===== config.mk =====
export PLATFORM = sky130hd
export DESIGN_NAME = booth4_ctrl
export DESIGN_NICKNAME = d
export VERILOG_FILES = /design/src/rtl/booth4_ctrl.sv
export SDC_FILE = /design/constraint.sdc
export NUM_CORES = 1
export LEC_CHECK = 0
export BUFFER_PORTS_ARGS = -buffer_cell sky130_fd_sc_hd__buf_2
export CORE_MARGIN = 2
export CORE_UTILIZATION = 50
export DETAILED_ROUTE_END_ITERATION = 7
export PLACE_DENSITY = 0.71
export SLEW_MARGIN = 30
export SYNTH_ARGS = -nofsm -noshare
export SYNTH_HDL_FRONTEND = slang
export SYNTH_SLANG_ARGS = --single-unit

===== constraint.sdc =====
create_clock -name clk -period 1.75 [get_ports clk]
set_input_delay 0.0875 -clock clk [delete_from_list [all_inputs] [get_ports clk]]
set_output_delay 0.0875 -clock clk [all_outputs]
set_load 0.005 [all_outputs]

===== src/rtl/booth4_ctrl.sv =====
// Control FSM for the 8-bit radix-4 Booth multiplier datapath.
// Optional build macro BOOTH4_SKIP_ZERO_EN: TEST bypasses ADD for 000/111 triplets.

module booth4_ctrl #(
    parameter int TIMEOUT = 32
) (
    input  logic clk,
    input  logic rst,
    input  logic start,
    input  logic bit0,
    input  logic bit1,
    input  logic bit2,
    input  logic eqcount,
    output logic ldmp,
    output logic ldmplier,
    output logic ldprd,
    output logic funcsel,
    output logic muxsel,
    output logic shr,
    output logic inc_count,
    output logic busy,
    output logic done,
    output logic err
);

    typedef enum logic [2:0] {
        S_IDLE = 3'd0,
        S_LOAD = 3'd1,
        S_ADD  = 3'd2,
        S_SH1  = 3'd3,
        S_SH2  = 3'd4,
        S_TEST = 3'd5,
        S_DONE = 3'd6
    } state_t;

    state_t      state_r;
    state_t      fsm_next_s;
    state_t      next_s;
    logic [7:0]  wdog_r;
    logic        err_r;
    logic        ldmp_r;
    logic        ldmplier_r;
    logic        shr_r;
    logic        inc_count_r;
    logic        busy_r;
    logic        done_r;
    logic        ldprd_s;
    logic        funcsel_s;
    logic        muxsel_s;
    logic        timeout_s;
    logic [2:0]  trip_s;

    assign trip_s = {bit2, bit1, bit0};

`ifdef BOOTH4_SKIP_ZERO_EN
    logic zero_trip_s;
    assign zero_trip_s = (trip_s == 3'b000) || (trip_s == 3'b111);
`endif

    // The watchdog is not armed in DONE, so a completed run can never also flag a timeout.
    assign timeout_s = (state_r != S_IDLE) && (state_r != S_DONE) &&
                       (wdog_r == 8'(TIMEOUT - 1));

    // Next-state sequencing of the Booth iteration loop.
    always_comb begin
        fsm_next_s = state_r;
        case (state_r)
            S_IDLE: begin
                if (start) begin
                    fsm_next_s = S_LOAD;
                end else begin
                    fsm_next_s = S_IDLE;
                end
            end
            S_LOAD: fsm_next_s = S_ADD;
            S_ADD:  fsm_next_s = S_SH1;
            S_SH1:  fsm_next_s = S_SH2;
            S_SH2:  fsm_next_s = S_TEST;
            S_TEST: begin
                if (eqcount) begin
                    fsm_next_s = S_DONE;
`ifdef BOOTH4_SKIP_ZERO_EN
                end else if (zero_trip_s) begin
                    fsm_next_s = S_SH1;
`endif
                end else begin
                    fsm_next_s = S_ADD;
                end
            end
            S_DONE: fsm_next_s = S_IDLE;
            default: fsm_next_s = S_IDLE;
        endcase
        next_s = timeout_s ? S_IDLE : fsm_next_s;
    end

    // Booth triplet decode; only this part of the output set follows the inputs directly.
    always_comb begin
        ldprd_s   = 1'b0;
        funcsel_s = 1'b0;
        muxsel_s  = 1'b0;
        if (state_r == S_ADD) begin
            case (trip_s)
                3'b001, 3'b010: begin ldprd_s = 1'b1; funcsel_s = 1'b1; muxsel_s = 1'b0; end
                3'b011:         begin ldprd_s = 1'b1; funcsel_s = 1'b1; muxsel_s = 1'b1; end
                3'b100:         begin ldprd_s = 1'b1; funcsel_s = 1'b0; muxsel_s = 1'b1; end
                3'b101, 3'b110: begin ldprd_s = 1'b1; funcsel_s = 1'b0; muxsel_s = 1'b0; end
                default:        begin ldprd_s = 1'b0; funcsel_s = 1'b1; muxsel_s = 1'b0; end
            endcase
        end else begin
            ldprd_s   = 1'b0;
            funcsel_s = 1'b0;
            muxsel_s  = 1'b0;
        end
    end

    // State, watchdog, sticky error and next-state-decoded Moore outputs.
    always_ff @(posedge clk) begin
        if (rst) begin
            state_r     <= S_IDLE;
            wdog_r      <= 8'd0;
            err_r       <= 1'b0;
            ldmp_r      <= 1'b0;
            ldmplier_r  <= 1'b0;
            shr_r       <= 1'b0;
            inc_count_r <= 1'b0;
            busy_r      <= 1'b0;
            done_r      <= 1'b0;
        end else begin
            state_r <= next_s;
            if (state_r == S_IDLE) begin
                wdog_r <= 8'd0;
            end else begin
                wdog_r <= wdog_r + 8'd1;
            end
            if (timeout_s) begin
                err_r <= 1'b1;
            end else if ((state_r == S_IDLE) && start) begin
                err_r <= 1'b0;
            end else begin
                err_r <= err_r;
            end
            ldmp_r      <= (next_s == S_LOAD);
            ldmplier_r  <= (next_s == S_LOAD);
            shr_r       <= (next_s == S_SH1) || (next_s == S_SH2);
            inc_count_r <= (next_s == S_SH2);
            busy_r      <= (next_s != S_IDLE);
            done_r      <= (next_s == S_DONE);
        end
    end

    assign ldmp      = ldmp_r;
    assign ldmplier  = ldmplier_r;
    assign ldprd     = ldprd_s;
    assign funcsel   = funcsel_s;
    assign muxsel    = muxsel_s;
    assign shr       = shr_r;
    assign inc_count = inc_count_r;
    assign busy      = busy_r;
    assign done      = done_r;
    assign err       = err_r;

    booth4_ctrl_chk u_chk (
        .clk      (clk),
        .rst      (rst),
        .ldprd    (ldprd_s),
        .shr      (shr_r),
        .ldmplier (ldmplier_r),
        .done     (done_r),
        .busy     (busy_r)
    );

endmodule

module booth4_ctrl_chk (
    input logic clk,
    input logic rst,
    input logic ldprd,
    input logic shr,
    input logic ldmplier,
    input logic done,
    input logic busy
);

    a_excl: assert property (@(posedge clk) disable iff (rst)
        $onehot0({ldprd, shr, ldmplier}));

    a_done_busy: assert property (@(posedge clk) disable iff (rst)
        done |-> busy);

endmodule


Word level (Yosys, flattened, before mapping)

Index checks and enable logic that the tools add are counted.

Bitwise gates (word level): 0
Magnitude comparators: 0
Shift-type cells: 0
Multiply operators: 0
Add/sub/neg operators: 1
Multiplexer cells: 12
Reductions and logical operators: 12
Equality and inequality tests: 17
Div/mod/pow operators: 0

Operators with widths:

| kind                | number |
|---|---|
| $eq 3x3->1 const B  | 7 |
| $pmux 3 s6          | 1 |
| $eq 3x2->1 const B  | 5 |
| $eq 3x1->1 const B  | 3 |
| $mux 1              | 9 |
| $add 8x1->8 const B | 1 |
| $eq 8x5->1 const B  | 1 |
| $mux 3              | 2 |
| $reduce_bool 3->1   | 2 |
| $reduce_or 6->1     | 1 |
| $reduce_or 2->1     | 2 |
| $logic_and 1x1->1   | 3 |
| $logic_not 3->1     | 1 |
| $ne 3x3->1 const B  | 1 |
| $reduce_or 3->1     | 1 |
| $reduce_bool 2->1   | 1 |
| $logic_or 1x1->1    | 1 |

Memories kept: 0
Input bits: 7
Output and inout bits: 10
ROM bits: 0
Latch bits: 0
Bits in writable memories: 0
Register bits after elaboration: 17

Logic depth before layout (Yosys ltp)

Word-level depth: 6
Mapped depth: 4
Gate-level depth less buffers: 4

Least setup slack after synthesis

OpenSTA, ideal clock, no wires.

Kind: flip-flop to flip-flop
Start: register state_r[0]
End: register err_r, in the netlist err
Path buffers: 0
Stages on the path, launching flop included: 4
Arrival: 1176 ps
Data required time: 1635 ps
Library setup time: 115 ps
Path slack: 459 ps
Period minus slack after synthesis: 1291 ps
Cell sequence: dfxtp_1 or4b_4 and2_0 o21ba_1

Longest elaborated chain between the ends: 4
Elaborated cells between the ends (all ways): 8

Ends and longest elaborated chain:

| what                                                   | line | RTL |
|---|---|---|
| from (decl)                                            | 36   | `state_t state_r;` |
| from (signal assigned)                                 | 129  | `state_r <= next_s;` |
| $ne 3x3->1 / $reduce_bool 3->1 (equally long branches) | 61   | `assign timeout_s = (state_r != S_IDLE) && (state_r != S_DONE) &&` |
| $logic_and 1x1->1 (2 in a row)                         | 61   |  |
| $mux 1 / $reduce_bool 2->1 (equally long branches)     | -    |  |
| to (signal assigned)                                   | 140  | `err_r <= err_r;` |
| to (decl)                                              | 40   | `logic err_r;` |

Several ways; a longest one is shown, not always the timed one.
A chain may end at the register's enable or synchronous reset.

Final worst setup path

Start: register state_r[1]
End: output muxsel

Longest elaborated chain between the ends: 2

Ends and longest elaborated chain:

| what       | line | RTL |
|---|---|---|
| $eq 3x2->1 | 101  | `if (state_r == S_ADD) begin` |
| $mux 1     | 101  |  |
| to (decl)  | 18   | `output logic muxsel,` |

No other way between the ends.

==> metrics.md <==
| Metric | Value |
|---|---|
| Rel. slew slack | `80.4%` |
| Number of warning messages in the yosys log | `0` |
| Post-detail-place hpwl | `964 um` |
| Number of global-route vias before repair | `549` |
| Tot GR Track Use | `15.7%` |
| Vias | `between 600 and 700` |
| Max incr delay on CP | `between 0.4 and 0.5 ns` |
| Finished Cell Area | `850 um2` |
| Distinct cells, synth | `33` |
| CP Capture Type | `primary output` |
| Ratio of cells with drive above 1 in the final layout | `between 20 and 30%` |
| Leading post-synthesis cells by cell area | `dfxtp_1 46%, a21oi_1 5.4%, nor2_1 4.6%` |
| Met2 usage | `25.8%` |
| Crit-path cells | `and2b_1 > nand2_1 > a21oi_1 > buf_2` |
| Seq/Total Area, Yosys | `46.3%` |
| Diode count | `0` |
| CTS root buffer | `clkbuf_4` |
| Hold path cells | `2` |
| Core Footprint | `1330 um2` |
| Netlist Area Pre-Place | `736 um2` |
| Die Y | `42.4 um` |
| Die X | `42.4 um` |
| Final WS setup | `0.369 ns` |
| Max Cap Viol | `0` |
| Largest fanout on the critical path | `8` |
| Fin crit share | `78.9%` |
| Unrepaired setup endpoints after global routing | `false` |
| Worst Tran Pin Value | `a little under 0.3 ns` |
| DP Area | `between 800 and 900 um2` |
| Cell accounting for the most synthesized area | `dfxtp_1` |
| Worst setup SP type | `flip-flop` |
| Full die area | `1790 um2` |
| Final hold violations | `0` |
| Power per cell area | `a little over 800 nW/um2` |
| Post-Syn Nets | `92` |
| Final Wtd Congestion | `0.789` |
| Clock Latency Late Sink | `0.29 ns` |
| DRC viols | `0` |
| WL per Instance | `10.6 um` |
| Worst EP arrival | `1.29 ns` |
| Starting DRT DRC Count | `8` |
| Status | `finished clean` |
| # rows | `13` |
| Slowest CP cell | `dfxtp_1` |
| Max frequency | `0.724 GHz` |
| Clock share of power | `29.5%` |
| P_leak | `0.377 nW` |
| Most Crowded Layer GR | `met2` |
| ANT nets after route | `0` |
| Final net count | `111` |
| Hold buffers post-CTS | `0` |
| Setup TNS | `0 ns` |
| Largest net degree at the start of global routing | `11` |
| Clock slew seen by the registers of the worst setup and hold paths | `0.10 ns` |
| Routed WL | `1.25 mm` |
| Register bit total from synthesis | `17` |
| First-pass GRT wire length | `2.15 mm` |
| Initial antenna violation count | `0` |
| Worst VDD drop | `0.501 mV` |
| Pre-CTS WS | `0.412 ns` |
| Ys async rst share | `0%` |
| Num CTS Buffers | `3` |
| Switching power total | `0.169 mW` |
| Gr ovfl total | `0` |
| Initial Util | `55.2%` |
| Avg Vias per Cell | `5.41` |
| Share of power burned in registers | `59.7%` |
| H-tree depth | `1` |
| GRT met1 Usage | `18.0%` |
| Area Growth Syn to Fin | `15.5%` |
| CTS tree | `yes` |
| Post CTS Setup Buffer Count | `0` |
| Minimum clock period | `1.38 ns` |
| Clock skew | `0.00382 ns` |
| EDFF count, synth | `0` |
| Slew Limit Fails | `0` |
| I/O Buffers | `16` |
| Cells after Synth | `84` |
| Design Power | `0.693 mW` |
| CP Class | `flip-flop to primary output` |
| P_int | `~0.52 mW` |
| GRT met3 Usage | `2.59%` |
| Min-Delay Path Class | `primary input to flip-flop` |
| CTS max path bufs | `2` |
| Cts repair resizes | `0` |
| Comb power frac | `10.8%` |
| Clock sinks | `17` |
| Final Setup Violations | `0` |
| Switching share of power | `24.4%` |
| Share of Yosys cell area claimed by the top area cell type | `46.3%` |
| WHS | `0.0429 ns` |
| WP data required | `around 1.7 ns` |
| Top Ports | `17` |
| Most used DFF post-synth | `dfxtp_1` |
| Syn avg cell area | `8.76 um2` |
| FF-to-FF path depth | `3` |
| TritonRoute pass-1 iters | `4` |
==> layout by cell type (no fill, tap or decap), types with 2 or more instances in the layout <==
master	instances
nand2_1	8
o21ai_0	3
nand3_1	4
nor2_1	9
a21oi_1	8
or3_1	4
nor3_1	2
xor2_1	2
or2_2	2
dfxtp_1	17
clkbuf_4	3
inv_1	3
buf_2	16
==> layer usage <==
metal	routed length (um)	vias up
li1	-	330
met1	602	285
met2	552	14
met3	61	4
met4	29	0
met5	0	-
==> synth_stat cells (2+ instances only) <==
master / count
a21oi_1: 8
xor2_1: 2
nor2_1: 9
nor3_1: 2
or3_1: 4
o21ai_0: 3
nand2_1: 8
inv_1: 3
dfxtp_1: 17
or2_2: 2
nand3_1: 4
==> path summary, 6_finish.rpt <==
path	slack (ns)	from	endpoint
worst max-delay path	0.37	state_r[1]	muxsel
worst max register to register	0.39	state_r[2]	state_r[2]
worst min register to register	0.46	wdog_r[0]	wdog_r[0]
worst min-delay path	0.04	rst	busy
==> worst max-delay path, delay by kind of cell, from the launching register on <==
kind / cells / cell delay [ns]
AO/OA/AOI/OAI: 1 / 0.13
buffers and inverters: 1 / 0.12
flip-flops: 1 / 0.44
AND/OR/NAND/NOR: 2 / 0.31
==> sequential cells by signal, indices dropped and copies added, names as in the netlist <==
| register | flops |
|---|---|
| busy | 1 |
| done | 1 |
| err | 1 |
| inc_count | 1 |
| ldmplier | 1 |
| shr | 1 |
| state_r | 3 |
| wdog_r | 8 |
==> power by group through the flow <==
stage | combinational, mW | sequential, mW | clock [mW]
5_1_grt | 0.0870 | 0.416 | 0.230
6_report | 0.0749 | 0.413 | 0.204
2_1_floorplan | 0.0501 | 0.422 | 0
4_1_cts | 0.0760 | 0.413 | 0.216
3_5_place_dp | 0.0755 | 0.423 | 0
3_3_place_gp | 0.0746 | 0.423 | 0
==> cell type report <==
cell class                      instances  area [um2]
Clock buffer                            3        22.5
Clock inverter                          1        5.00
Sequential cell                        17         340
Tap cell                               15        18.8
Timing Repair Buffer                   16        80.1
Inverter                                3        11.3
Fill cell                             122         484
Multi-Input combinational cell         62         372
==> kinds of logic after synthesis <==
logic type / Yosys count / synth area share [%]
buffers and inverters: 5 / 3.23
adder cells (fa/ha/maj): 1 / 1.70
XOR/XNOR: 3 / 3.57
AND/OR/NAND/NOR: 41 / 30.8
flip-flops: 17 / 46.3
AO/OA/AOI/OAI: 17 / 14.5
==> stage by stage <==
stage                     instances  utilization [%]
after global routing            117             63.7
after detailed placement        113             61.6
after global placement          113             61.6
after CTS                       117             63.7
after floorplan                  84                -
final                           117             63.7
(Power assumes the default switching activity.)
